### src/rtl/booth_r4_seq_mult_if.sv
// Operand/result handshake bundle for booth_r4_seq_mult.
// master = operand producer / result consumer, slave = multiplier.
interface booth_r4_seq_mult_if #(
  parameter int WIDTH = 8
) ();
  logic                 in_valid;
  logic                 in_ready;
  logic [WIDTH-1:0]     a;
  logic [WIDTH-1:0]     b;
  logic                 is_signed;
  logic                 out_valid;
  logic                 out_ready;
  logic [2*WIDTH-1:0]   prod;

  modport master (
    output in_valid, a, b, is_signed, out_ready,
    input  in_ready, out_valid, prod
  );

  modport slave (
    input  in_valid, a, b, is_signed, out_ready,
    output in_ready, out_valid, prod
  );
endinterface

### src/rtl/booth_r4_seq_mult.sv
// Sequential radix-4 Booth multiplier, signed/unsigned per operation,
// valid/ready on both sides, one operation in flight.
module booth_r4_seq_mult #(
  parameter int WIDTH = 8
) (
  input  logic clk,
  input  logic rst_n,
  input  logic clr,
  booth_r4_seq_mult_if.slave bus
);
  localparam int EW = WIDTH + 2;
  localparam int N  = EW / 2;
  localparam int CW = $clog2(N + 1);

  typedef enum logic [1:0] {IDLE, CALC, DONE} state_t;

  state_t            state, state_nxt;
  logic [EW-1:0]     m;
  logic [EW:0]       q;
  logic [EW+1:0]     acc;
  logic [CW-1:0]     cnt;
  logic              out_valid_r;
  logic [2*WIDTH-1:0] prod_r;

  logic              accept, finish;
  logic [EW-1:0]     a_ext, b_ext;
  logic [EW+1:0]     m_ext, addend, sum, acc_nxt;
  logic [EW:0]       q_nxt;
  logic [2*EW+1:0]   full;

  always_comb begin
    state_nxt = state;
    accept    = 1'b0;
    finish    = 1'b0;
    if (clr) begin
      state_nxt = IDLE;
    end else begin
      case (state)
        IDLE: if (bus.in_valid) begin
          accept    = 1'b1;
          state_nxt = CALC;
        end
        CALC: if (cnt == CW'(N - 1)) begin
          finish    = 1'b1;
          state_nxt = DONE;
        end
        DONE: if (bus.out_ready) state_nxt = IDLE;
        default: state_nxt = IDLE;
      endcase
    end
  end

  // Extension by two bits keeps unsigned operands positive in signed arithmetic.
  always_comb begin
    a_ext  = bus.is_signed ? {{2{bus.a[WIDTH-1]}}, bus.a} : {2'b00, bus.a};
    b_ext  = bus.is_signed ? {{2{bus.b[WIDTH-1]}}, bus.b} : {2'b00, bus.b};
    m_ext  = {{2{m[EW-1]}}, m};
    addend = '0;
    case (q[2:0])
      3'b001, 3'b010: addend = m_ext;
      3'b011:         addend = m_ext << 1;
      3'b100:         addend = -(m_ext << 1);
      3'b101, 3'b110: addend = -m_ext;
      default:        addend = '0;
    endcase
    sum     = acc + addend;
    acc_nxt = {{2{sum[EW+1]}}, sum[EW+1:2]};
    q_nxt   = {sum[1:0], q[EW:2]};
    full    = {acc_nxt, q_nxt[EW:1]};
  end

  always_ff @(posedge clk or negedge rst_n) begin
    if (!rst_n) begin
      state       <= IDLE;
      m           <= '0;
      q           <= '0;
      acc         <= '0;
      cnt         <= '0;
      out_valid_r <= 1'b0;
      prod_r      <= '0;
    end else begin
      state <= state_nxt;
      if (clr) begin
        cnt         <= '0;
        out_valid_r <= 1'b0;
      end else if (accept) begin
        m   <= a_ext;
        q   <= {b_ext, 1'b0};
        acc <= '0;
        cnt <= '0;
      end else if (state == CALC) begin
        acc <= acc_nxt;
        q   <= q_nxt;
        cnt <= cnt + CW'(1);
        if (finish) begin
          prod_r      <= full[2*WIDTH-1:0];
          out_valid_r <= 1'b1;
        end
      end else if (state == DONE && bus.out_ready) begin
        out_valid_r <= 1'b0;
      end
    end
  end

  assign bus.in_ready  = (state == IDLE);
  assign bus.out_valid = out_valid_r;
  assign bus.prod      = prod_r;
endmodule

### src/flat_wrapper.sv
// flat-port wrapper written by rule: the top's interface ports become plain ports
module booth_r4_seq_mult_flat 
#(
  parameter int WIDTH = 8
)
  (clk, rst_n, clr, bus_in_valid, bus_a, bus_b, bus_is_signed, bus_out_ready, bus_in_ready, bus_out_valid, bus_prod);
  booth_r4_seq_mult_if #(.WIDTH(WIDTH)) bus_i ();
  input  logic clk;
  input  logic rst_n;
  input  logic clr;
  input wire logic [$bits(bus_i.in_valid)-1:0] bus_in_valid;
  input wire logic [$bits(bus_i.a)-1:0] bus_a;
  input wire logic [$bits(bus_i.b)-1:0] bus_b;
  input wire logic [$bits(bus_i.is_signed)-1:0] bus_is_signed;
  input wire logic [$bits(bus_i.out_ready)-1:0] bus_out_ready;
  output wire logic [$bits(bus_i.in_ready)-1:0] bus_in_ready;
  output wire logic [$bits(bus_i.out_valid)-1:0] bus_out_valid;
  output wire logic [$bits(bus_i.prod)-1:0] bus_prod;
  assign bus_i.in_valid = bus_in_valid;
  assign bus_i.a = bus_a;
  assign bus_i.b = bus_b;
  assign bus_i.is_signed = bus_is_signed;
  assign bus_i.out_ready = bus_out_ready;
  assign bus_in_ready = bus_i.in_ready;
  assign bus_out_valid = bus_i.out_valid;
  assign bus_prod = bus_i.prod;
  booth_r4_seq_mult #(.WIDTH(WIDTH)) u_core (.clk(clk), .rst_n(rst_n), .clr(clr), .bus(bus_i));
endmodule
### config.mk
export PLATFORM = sky130hd
export DESIGN_NAME = booth_r4_seq_mult_flat
export DESIGN_NICKNAME = d
export VERILOG_FILES = /design/src/rtl/booth_r4_seq_mult_if.sv /design/src/rtl/booth_r4_seq_mult.sv /design/src/flat_wrapper.sv
export SDC_FILE = /design/constraint.sdc
export NUM_CORES = 1
export LEC_CHECK = 0
export ABC_AREA = 1
export BUFFER_PORTS_ARGS = -buffer_cell sky130_fd_sc_hd__buf_2
export CAP_MARGIN = 20
export CORE_UTILIZATION = 35
export DETAILED_ROUTE_END_ITERATION = 6
export GPL_TIMING_DRIVEN = 1
export HOLD_SLACK_MARGIN = 0.12
export PLACE_DENSITY_LB_ADDON = 0.05
export SETUP_SLACK_MARGIN = 0.2
export SLEW_MARGIN = 20
export SYNTH_ARGS = -nofsm -noshare
export SYNTH_HDL_FRONTEND = slang
export SYNTH_SLANG_ARGS = --single-unit
### constraint.sdc
create_clock -name clk -period 4.8 [get_ports clk]
set_clock_uncertainty 0.2 [all_clocks]
set_input_delay 0.48 -clock clk [delete_from_list [all_inputs] [get_ports clk]]
set_output_delay 0.48 -clock clk [all_outputs]
set_load 0.05 [all_outputs]
**Word-level counts from Yosys, hierarchy flattened**

Cells that the tools add are included.
Widths: inputs -> output; s select.

- Output and inout port bits: 18
- Word-level logic and storage cells: 65
- Register bits after elaboration: 55
- Bits of input ports: 22

- Multiplexer cells: 26
- Add/sub/neg operators: 4
- Equal/unequal tests: 14
- Bitwise operators: 2
- Reduce and logical (&&, ||, !) cells: 12

Operator list:

| kind | number |
|---|---|
| $pmux 12 s4 | 1 |
| $mux 12 | 2 |
| $neg 12->12 | 2 |
| $mux 11 | 2 |
| $mux 10 | 2 |
| $add 12x12->12 | 1 |
| $eq 3x3->1 const B | 4 |
| $mux 1 | 11 |
| $mux 3 | 3 |
| $mux 2 | 4 |
| $eq 3x2->1 const B | 2 |
| $ne 3x2->1 const B | 2 |
| $ne 3x3->1 const B | 2 |
| $pmux 2 s3 | 1 |
| $reduce_and 3->1 | 2 |
| $reduce_bool 3->1 | 2 |
| $reduce_and 2->1 | 2 |
| $reduce_and 4->1 | 1 |
| $reduce_or 2->1 | 2 |
| $add 3x1->3 const B | 1 |
| $eq 3x1->1 const B | 1 |
| $eq 2x1->1 const B | 1 |
| $eq 2x2->1 const B | 1 |
| $logic_not 2->1 | 1 |
| other kinds (4) | 5 |

**Logic depth before layout (Yosys ltp)**

Gate-level depths: netlist of run 1.

- Word-level depth: 8
- Mapped depth: 22
- Mapped depth without buffers: 22

**Worst setup path before layout of run 1**

Ideal clock, no wire load.

- Path kind: flip-flop to flip-flop
- Start point: reg u_core.m[1]
- End point: reg u_core.acc[10]
- Required time: 4,483 ps
- Cell stages (with the launch flop): 21
- Buffers on the path: 0
- Setup time: 117 ps
- Period minus slack after synthesis: 2,704 ps
- Slack: 2,096 ps
- Data arrival time: 2,386 ps
- Path through: dfrtp_1 -> inv_1 -> ha_1 -> nand2_4 -> nor2_4 -> xor2_1 -> inv_1 -> nand2_1 -> o21ai_1 -> a21oi_1 -> o21ai_1 -> ha_1 -> a21oi_1 -> nor2_1 -> nor2_1 -> nand2_2 -> nand2_1 -> nand2_1 -> nand3b_1 -> nand3_1 -> nand2_1

- Word-level cells in the longest chain between the ends: 5

RTL lines:

| element | line | RTL |
|---|---|---|
| start, declared | booth_r4_seq_mult.sv:18 | `logic [EW-1:0] m;` |
| start signal, assigned | booth_r4_seq_mult.sv:87 | `m <= a_ext;` |
| $neg 12->12 (on tied branches) | booth_r4_seq_mult.sv:63, booth_r4_seq_mult.sv:62 |  |
| $pmux 12 s4 * | booth_r4_seq_mult.sv:59 | `case (q[2:0])` |
| $add 12x12->12 * | booth_r4_seq_mult.sv:66 | `sum = acc + addend;` |
| $mux 12 * | booth_r4_seq_mult.sv:91 | `end else if (state == CALC) begin` |
| $mux 12 * | booth_r4_seq_mult.sv:86 | `end else if (accept) begin` |
| end signal, assigned | booth_r4_seq_mult.sv:92 | `acc <= acc_nxt;` |
| end, declared | booth_r4_seq_mult.sv:20 | `logic [EW+1:0] acc;` |

Every way passes the cells marked *; elsewhere a longest branch is shown, timed or not. The select of a mux whose other input is x is not followed.
A chain may end at the register's enable or synchronous reset.

**Final worst setup path of run 1**

- Start point: reg u_core.m[0]
- End point: reg u_core.acc[5]

Same word-level chain as after synthesis.

==> summary.md, run 1 <==
| Metric | Value |
|---|---|
| Max Cap Viol | `0` |
| Fin nets | `460` |
| Post-synth top flop | `dfrtp_1` |
| Relative slew slack | `between 50 and 60%` |
| CTS Sinks | `52` |
| DRC | `0` |
| Worst hold start | `bus_a[4]` |
| CP max stage cell | `dfrtp_1` |
| Syn Area/Cell | `8.433 um2` |
| Post-CTS sizing | `0` |
| Most used cell, CP | `o21ai_1` |
| Power per cell area | `481.3 nW/um2` |
| Commonest cells after routing, fill and taps aside | `nand2_1 (95), dfrtp_1 (52), buf_2 (39), inv_1 (33), o21ai_0 (29)` |
| Post-synth EDFFs | `0` |
| Leakage power | `approximately 1.8 nW` |
| Area contributors post-synth | `dfrtp_1 (40%), nand2_1 (11%), ha_1 (5.4%)` |
| Synth warnings | `0` |
| Worst Hold Depth | `3` |
| Async set or reset register ratio after synthesis | `100.0%` |
| Largest net degree at the start of global routing | `53` |
| I/O Pins | `40` |
| Synthesized area | `roughly 3200 um2` |
| Maximum clock rate | `332.7 MHz` |
| Fin. Hold Viols | `0` |
| Antenna violations before repair | `0` |
| Layout area overhead | `11.56%` |
| WL/cell | `roughly 14 um` |
| Synthesized flop and latch total | `52` |
| Leading area contributor after synthesis | `dfrtp_1` |
| Adder-cell share of the synthesized area | `under 10%` |
| FILL cells | `around 900` |
| Critical Path RT | `4800 ps` |
| Reg2Reg Depth | `17` |
| Final Critical Period | `3006 ps` |
| Endpoint class of the critical path | `flop` |
| Non-Filler Instances | `roughly 530` |
| CTS buffer count | `5` |
| Reg-to-reg startpoint | `u_core.m[0]` |
| Reg2reg setup slack | `1790 ps` |
| Setup TNS | `0 ps` |
| Slowest stage delay, CP | `roughly 440 ps` |
| Overall routing resource usage | `16.75%` |
| Gr ovfl total | `0` |
| Hold Path Class | `in -> reg` |
| Post-DP HPWL | `5.339 mm` |
| Vias in the first global route | `around 2600` |
| Register area share after synthesis | `40.08%` |
| Crit path cell chain | `inv_1 -> ha_1 -> nand2_4 -> nor2_4 -> xor2_1 -> inv_1 -> nand2_1 -> o21ai_1 -> a21oi_1 -> o21ai_1 -> ha_1 -> a21oi_1 -> nor2_1 -> nor2_1 -> nand2_2 -> xnor2_1 -> o21ai_1` |
| Worst reg2reg path endpoint | `u_core.acc[5]` |
| # setup viols final | `0` |
| Synth Area in XOR/XNOR | `~3.0%` |
| Syn Inst Count | `385` |
| Core ar. | `around 9000 um2` |
| Row count | `34` |
| Most common cell after layout, fill and taps aside | `nand2_1` |
| Die height | `98.32 um` |
| Initial core utilization | `36.69%` |
| Die Wd | `between 90 and 100 um` |
| Synth unique cells | `44` |
| Compound-Gate Fraction of Synth Area | `between 10% and 20%` |
| Vias | `between 2000 and 3000` |
| Port bufs | `39` |
| Htree depth | `2` |
| Root buf cell | `clkbuf_8` |
| Bufs on Longest Clock Path | `2` |
| Synth Area in Simple Gates | `roughly 25%` |
| Largest family of logic cells by synthesized area | `simple AND/OR/NAND/NOR gates` |
| Area fraction of the dominant cell type after synthesis | `roughly two fifths` |
| RSZ-0062 raised after global routing | `false` |
| Ratio of final minimum period to clock period | `62.62%` |
| Initial DRC count | `107` |
| Status | `finished, final reports clean` |
| Latest clock arrival within the worst-skew pair | `roughly 310 ps` |
| Multiplexer area fraction after synthesis | `0%` |
| DIE AREA | `~9700 um2` |
| Arr. time, crit path | `around 3000 ps` |
| Routed wire length | `7.259 mm` |
| Clock transition at the registers of the reported paths | `~100 ps` |
| Layout cells sized above 1 | `23.82%` |
| ANT nets after route | `0` |
| CTS tree | `built` |
| First-pass GRT wire length | `between 10 and 15 mm` |
| Worst vdd ir | `roughly 0.19 mV` |
| Crit-path max FO | `4` |
| Hold EP | `u_core.m[4]` |
| Diodes inserted | `0` |
| Placed cell count | `between 500 and 600` |
| Slew @ Worst Pin | `~680 ps` |
| Fin. max-slew vios | `0` |
| RePlAce Congestion | `between 0.8 and 0.9` |
| DRT Pass-1 Iters | `6` |
| DR vias/cell | `4.891` |
| Setup crit start kind | `flop` |
| Kind of critical path | `reg -> reg` |
| Syn nets | `between 400 and 500` |
-- Yosys cell counts, drive strengths merged, types with 4 or more instances --
| library cell | n |
|---|---|
| nand2 | 103 |
| o21ai | 62 |
| inv | 47 |
| nand3 | 22 |
| xnor2 | 4 |
| dfrtp | 52 |
| xor2 | 7 |
| buf | 9 |
| a21oi | 12 |
| nor2 | 25 |
| ha | 14 |
-- kinds of logic (layout without fill, tap and decap cells) --
logic type / count (synthesis) / after routing
AO/OA/AOI/OAI: 91 / 91
XOR/XNOR: 11 / 11
adder cells (fa/ha/maj): 15 / 15
buffers and inverters: 57 / 96
flip-flops: 52 / 52
AND/OR/NAND/NOR: 159 / 159
-- final cells by class --
cell class | instances | area, um2 | share of cell area (%)
Multi-Input combinational cell | 276 | 1683 | 46.46
Inverter | 47 | 178.9 | 4.940
Tap cell | 108 | 135.1 | 3.731
Clock inverter | 2 | 38.79 | 1.071
Sequential cell | 52 | 1301 | 35.92
Timing Repair Buffer | 41 | 212.7 | 5.872
Clock buffer | 6 | 72.57 | 2.003
-- timing repair --
action / in CTS / in global routing
buffers inserted: 0 / 0
endpoints found under the setup margin: 0 / 0
endpoints found under the hold margin: 52 / 0
hold buffers: 1 / 0
-- where the power goes --
| group | internal (mW) | switching (mW) | total, mW |
|---|---|---|---|
| Clock | 0.158 | 0.159 | 0.317 |
| Sequential | 0.517 | 0.0579 | 0.575 |
| Combinational | 0.298 | 0.554 | 0.852 |
| Total | 0.972 | 0.771 | 1.74 |
-- metal layers --
layer | global-route usage, % | vias to the layer above | share of wire [%]
li1 | - | 1351 | -
met1 | 23.69 | 1201 | 51
met2 | 26.44 | 44 | 44
met3 | 2.577 | 6 | 3.1
met4 | 5.052 | 0 | 1.5
met5 | 0 | - | 0
-- flip-flops by register name, summed over array words and instances (netlist names) --
signal / flops
u_core.state: 2
u_core.cnt: 3
u_core.bus.out_valid: 1
u_core.m: 9
u_core.acc: 10
u_core.q: 11
u_core.bus.prod: 16
-- how the worst max path moves through the flow --
stage / startpoint / endpoint / slack, ps / cells past startpoint
5_1_grt: u_core.m[0] / u_core.acc[5] / 1430 / 17
4_1_cts: u_core.m[0] / u_core.bus.prod[15] / 1790 / 17
3_5_place_dp: u_core.m[0] / u_core.acc[5] / 1820 / 17
3_3_place_gp: u_core.m[1] / u_core.acc[5] / 1810 / 17
6_report: u_core.m[0] / u_core.acc[5] / 1790 / 17
2_1_floorplan: u_core.m[1] / u_core.acc[10] / 2100 / 20
-- per-stage QoR --
stage	total power, mW	hold WS, ps	setup slack [ps]	util [%]	instance area, um2
floorplan	1.253	-15.59	2096	-	3247
global route	1.909	185.0	1429	40.94	3622
finish	1.743	165.2	1794	40.94	3622
detailed placement	1.436	260.0	1822	39.56	3501
global placement	1.443	254.4	1813	39.56	3501
CTS	1.764	158.3	1791	40.94	3622
-- worst max-delay path, delay by kind of cell, from the launching register on --
kind            cells  cell delay, ps
xor+xnor            2             470
flops               1             440
compound gates      5             540
buf+inv             2             190
simple gates        6             520
fa+ha+maj           2             540
Note: power is estimated with default switching activity, not from simulation.
==> run 2, diff against run 1 <==
Clock period 4.8 ns to 3 ns, I/O delays scaled along.
==> summary.md, run 2 (synthesized netlist as in run 1, its figures left out) <==
| Metric | Value |
|---|---|
| Fin. Hold Viols | `0 (unchanged)` |
| Port bufs | `39 (unchanged)` |
| DIE AREA | `9666 um2 (unchanged)` |
| Initial core utilization | `36.69% (unchanged)` |
| Row count | `34 (unchanged)` |
| Crit-path max FO | `3 (-1)` |
| Overall routing resource usage | `17.27% (+0.52 points)` |
| Bufs on Longest Clock Path | `2 (unchanged)` |
| Slew @ Worst Pin | `904.6 ps (+224.6 ps)` |
| Worst path bufs/invs | `4 (+2)` |
| Post-DP HPWL | `5.465 mm (+2.4%)` |
| Worst vdd ir | `0.2530 mV (+31%)` |
| Largest net degree at the start of global routing | `40 (-25%)` |
| CTS Sinks | `52 (unchanged)` |
| Kind of critical path | `reg -> reg` |
| CP max stage cell | `dfrtp_1` |
| Slowest stage delay, CP | `410 ps (-30 ps)` |
| Critical Path RT | `2990 ps (-1810 ps)` |
| First-pass GRT wire length | `13.34 mm (+3.6%)` |
| RePlAce Congestion | `0.8033 (-0.54%)` |
| ANT nets after route | `0 (unchanged)` |
| DRC | `0 (unchanged)` |
| Flop pwr share | `29.7% (-3.3 points)` |
| NetSw | `1.366 mW (+77%)` |
| Power Internal | `1.732 mW (+78%)` |
| Latest clock arrival within the worst-skew pair | `310 ps (about the same)` |
| Relative slew slack | `39.70% (-15 points)` |
| Root buf cell | `clkbuf_8` |
| CTS buffer count | `5 (unchanged)` |
| Die height | `98.32 um (unchanged)` |
| Crit path cell chain | `buf_6 -> nor3_4 -> buf_6 -> xor2_1 -> inv_1 -> a21oi_1 -> o21ai_1 -> ha_1 -> a21oi_2 -> nor2_1 -> nor2_1 -> nand2_2 -> buf_4 -> xnor2_4 -> o21ai_2` |
| Clock transition at the registers of the reported paths | `100 ps (about the same)` |
| Final Critical Period | `2765 ps (-240.6 ps)` |
| I/O Pins | `40 (unchanged)` |
| Commonest cells after routing, fill and taps aside | `nand2_1 (90), dfrtp_1 (52), buf_2 (39), inv_1 (30), o21ai_0 (28)` |
| CP top delay family | `buffers and inverters` |
| WL/cell | `13.45 um (-1.4%)` |
| Max Cap Viol | `0 (unchanged)` |
| Hold Path Class | `in -> reg` |
| Ratio of final minimum period to clock period | `92.16% (+30 points)` |
| Vias in the first global route | `2796 (+7.4%)` |
| DRT Pass-1 Iters | `6 (unchanged)` |
| Initial DRC count | `74 (-31%)` |
| Gate power share | `56.8% (+7.9 points)` |
| Power per cell area | `756.8 nW/um2 (+57%)` |
| Fin nets | `506 (+10%)` |
| Core ar. | `8848 um2 (unchanged)` |
| RSZ-0062 raised after global routing | `true` |
| Diodes inserted | `0 (unchanged)` |
| Routed wire length | `7.774 mm (+7.1%)` |
| Layout area overhead | `26.09%` |
| Clock group share of total power | `13.5% (-4.7 points)` |
| Worst hold slack | `280.9 ps (+115.6 ps)` |
| Setup TNS | `0 ps (unchanged)` |
| Antenna violations before repair | `0 (unchanged)` |
| Sw frac | `44.08% (-0.14 points)` |
| Gr ovfl total | `0 (unchanged)` |
| Die Wd | `98.32 um (unchanged)` |
| Vias | `2753 (+5.8%)` |
| Leakage power | `2.025 nW (+12%)` |
| DR vias/cell | `4.763 (-2.6%)` |
| Endpoint class of the critical path | `flop` |
| Maximum clock rate | `361.7 MHz (+8.7%)` |
| Arr. time, crit path | `2750 ps (-260 ps)` |
| Most common cell after layout, fill and taps aside | `nand2_1` |
| Max reg flops | `16 (unchanged)` |
| Fin. max-slew vios | `0 (unchanged)` |
| # setup viols final | `0 (unchanged)` |
| Status | `finished, final reports clean` |
| Setup crit start kind | `flop` |
| Layout cells sized above 1 | `31.49% (+7.7 points)` |
| CTS tree | `built` |
| Htree depth | `2 (unchanged)` |
[run 2: changes by cell type in the layout (fill, tap and decap cells not counted), sizes merged]
cell | before | now
buf | 40 | 67
clkinv | 0 | 1
inv | 48 | 47
clkinvlp | 0 | 1
bufinv | 1 | 0
dlygate4sd3 | 1 | 20
[run 2: per-stage QoR]
| stage | area (um2) | total power [mW] | instances | utilization (%) | worst slack [ps] |
|---|---|---|---|---|---|
| global route | 4094 | 3.360 | 578 | 46.27 | 40.35 |
| CTS | 3953 | 2.921 | 569 | 44.67 | 177.7 |
| detailed placement | 3546 | 2.319 | 529 | 40.07 | 89.91 |
| floorplan | 3247 | 2.004 | 385 | - | 296.4 |
| global placement | 3546 | 2.324 | 529 | 40.07 | 96.41 |
| finish | 4094 | 3.098 | 578 | 46.27 | 235.1 |
[run 2: power groups by stage]
stage / sequential (mW) / clock (mW) / combinational (mW)
after global placement: 0.933 / 0 / 1.39
final: 0.920 / 0.417 / 1.76
after floorplan: 0.929 / 0 / 1.08
after global routing: 0.939 / 0.464 / 1.96
after CTS: 0.919 / 0.439 / 1.56
after detailed placement: 0.933 / 0 / 1.39
[run 2: area by class of cell]
cell class	instances	area [um2]
Sequential cell	52	1301
Clock inverter	2	16.27
Timing Repair Buffer	87	616.8
Clock buffer	6	72.57
Fill cell	887	4755
Inverter	47	178.9
Multi-Input combinational cell	276	1773
Tap cell	108	135.1
[run 2: repair_timing]
action / CTS / global route
hold buffers: 20 / 0
setup buffers: 12 / 9
hold endpoints to repair: 57 / 0
endpoints found under the setup margin: 5 / 12
pin swaps: 10 / 13
gates resized for setup: 7 / 19
[run 2: metal layers]
metal | up-vias | track usage (%) | wire (um)
met1 | 1268 | 23.18 | 3834
met2 | 34 | 29.04 | 3690
met4 | 0 | 4.937 | 69
met3 | 4 | 2.434 | 179
li1 | 1447 | - | -
met5 | - | 0 | 0
[run 2: final timing paths]
check / start / end / slack (ps) / depth (start not counted)
max: u_core.m[1] / u_core.bus.prod[15] / 240 / 15
min: bus_in_valid / u_core.state[0] / 280 / 4
max reg2reg: u_core.m[1] / u_core.bus.prod[15] / 240 / 15
min reg2reg: u_core.bus.prod[8] / u_core.bus.prod[8] / 280 / 2
max in group asynchronous: rst_n / u_core.bus.out_valid / 1450 / 3
min in group asynchronous: rst_n / u_core.bus.prod[2] / 450 / 2
[run 2: tightest hold or removal path, stage by stage]
cell and delay [ps]:
buf_2 80, nand3_2 60, buf_4 180, o21ai_1 110
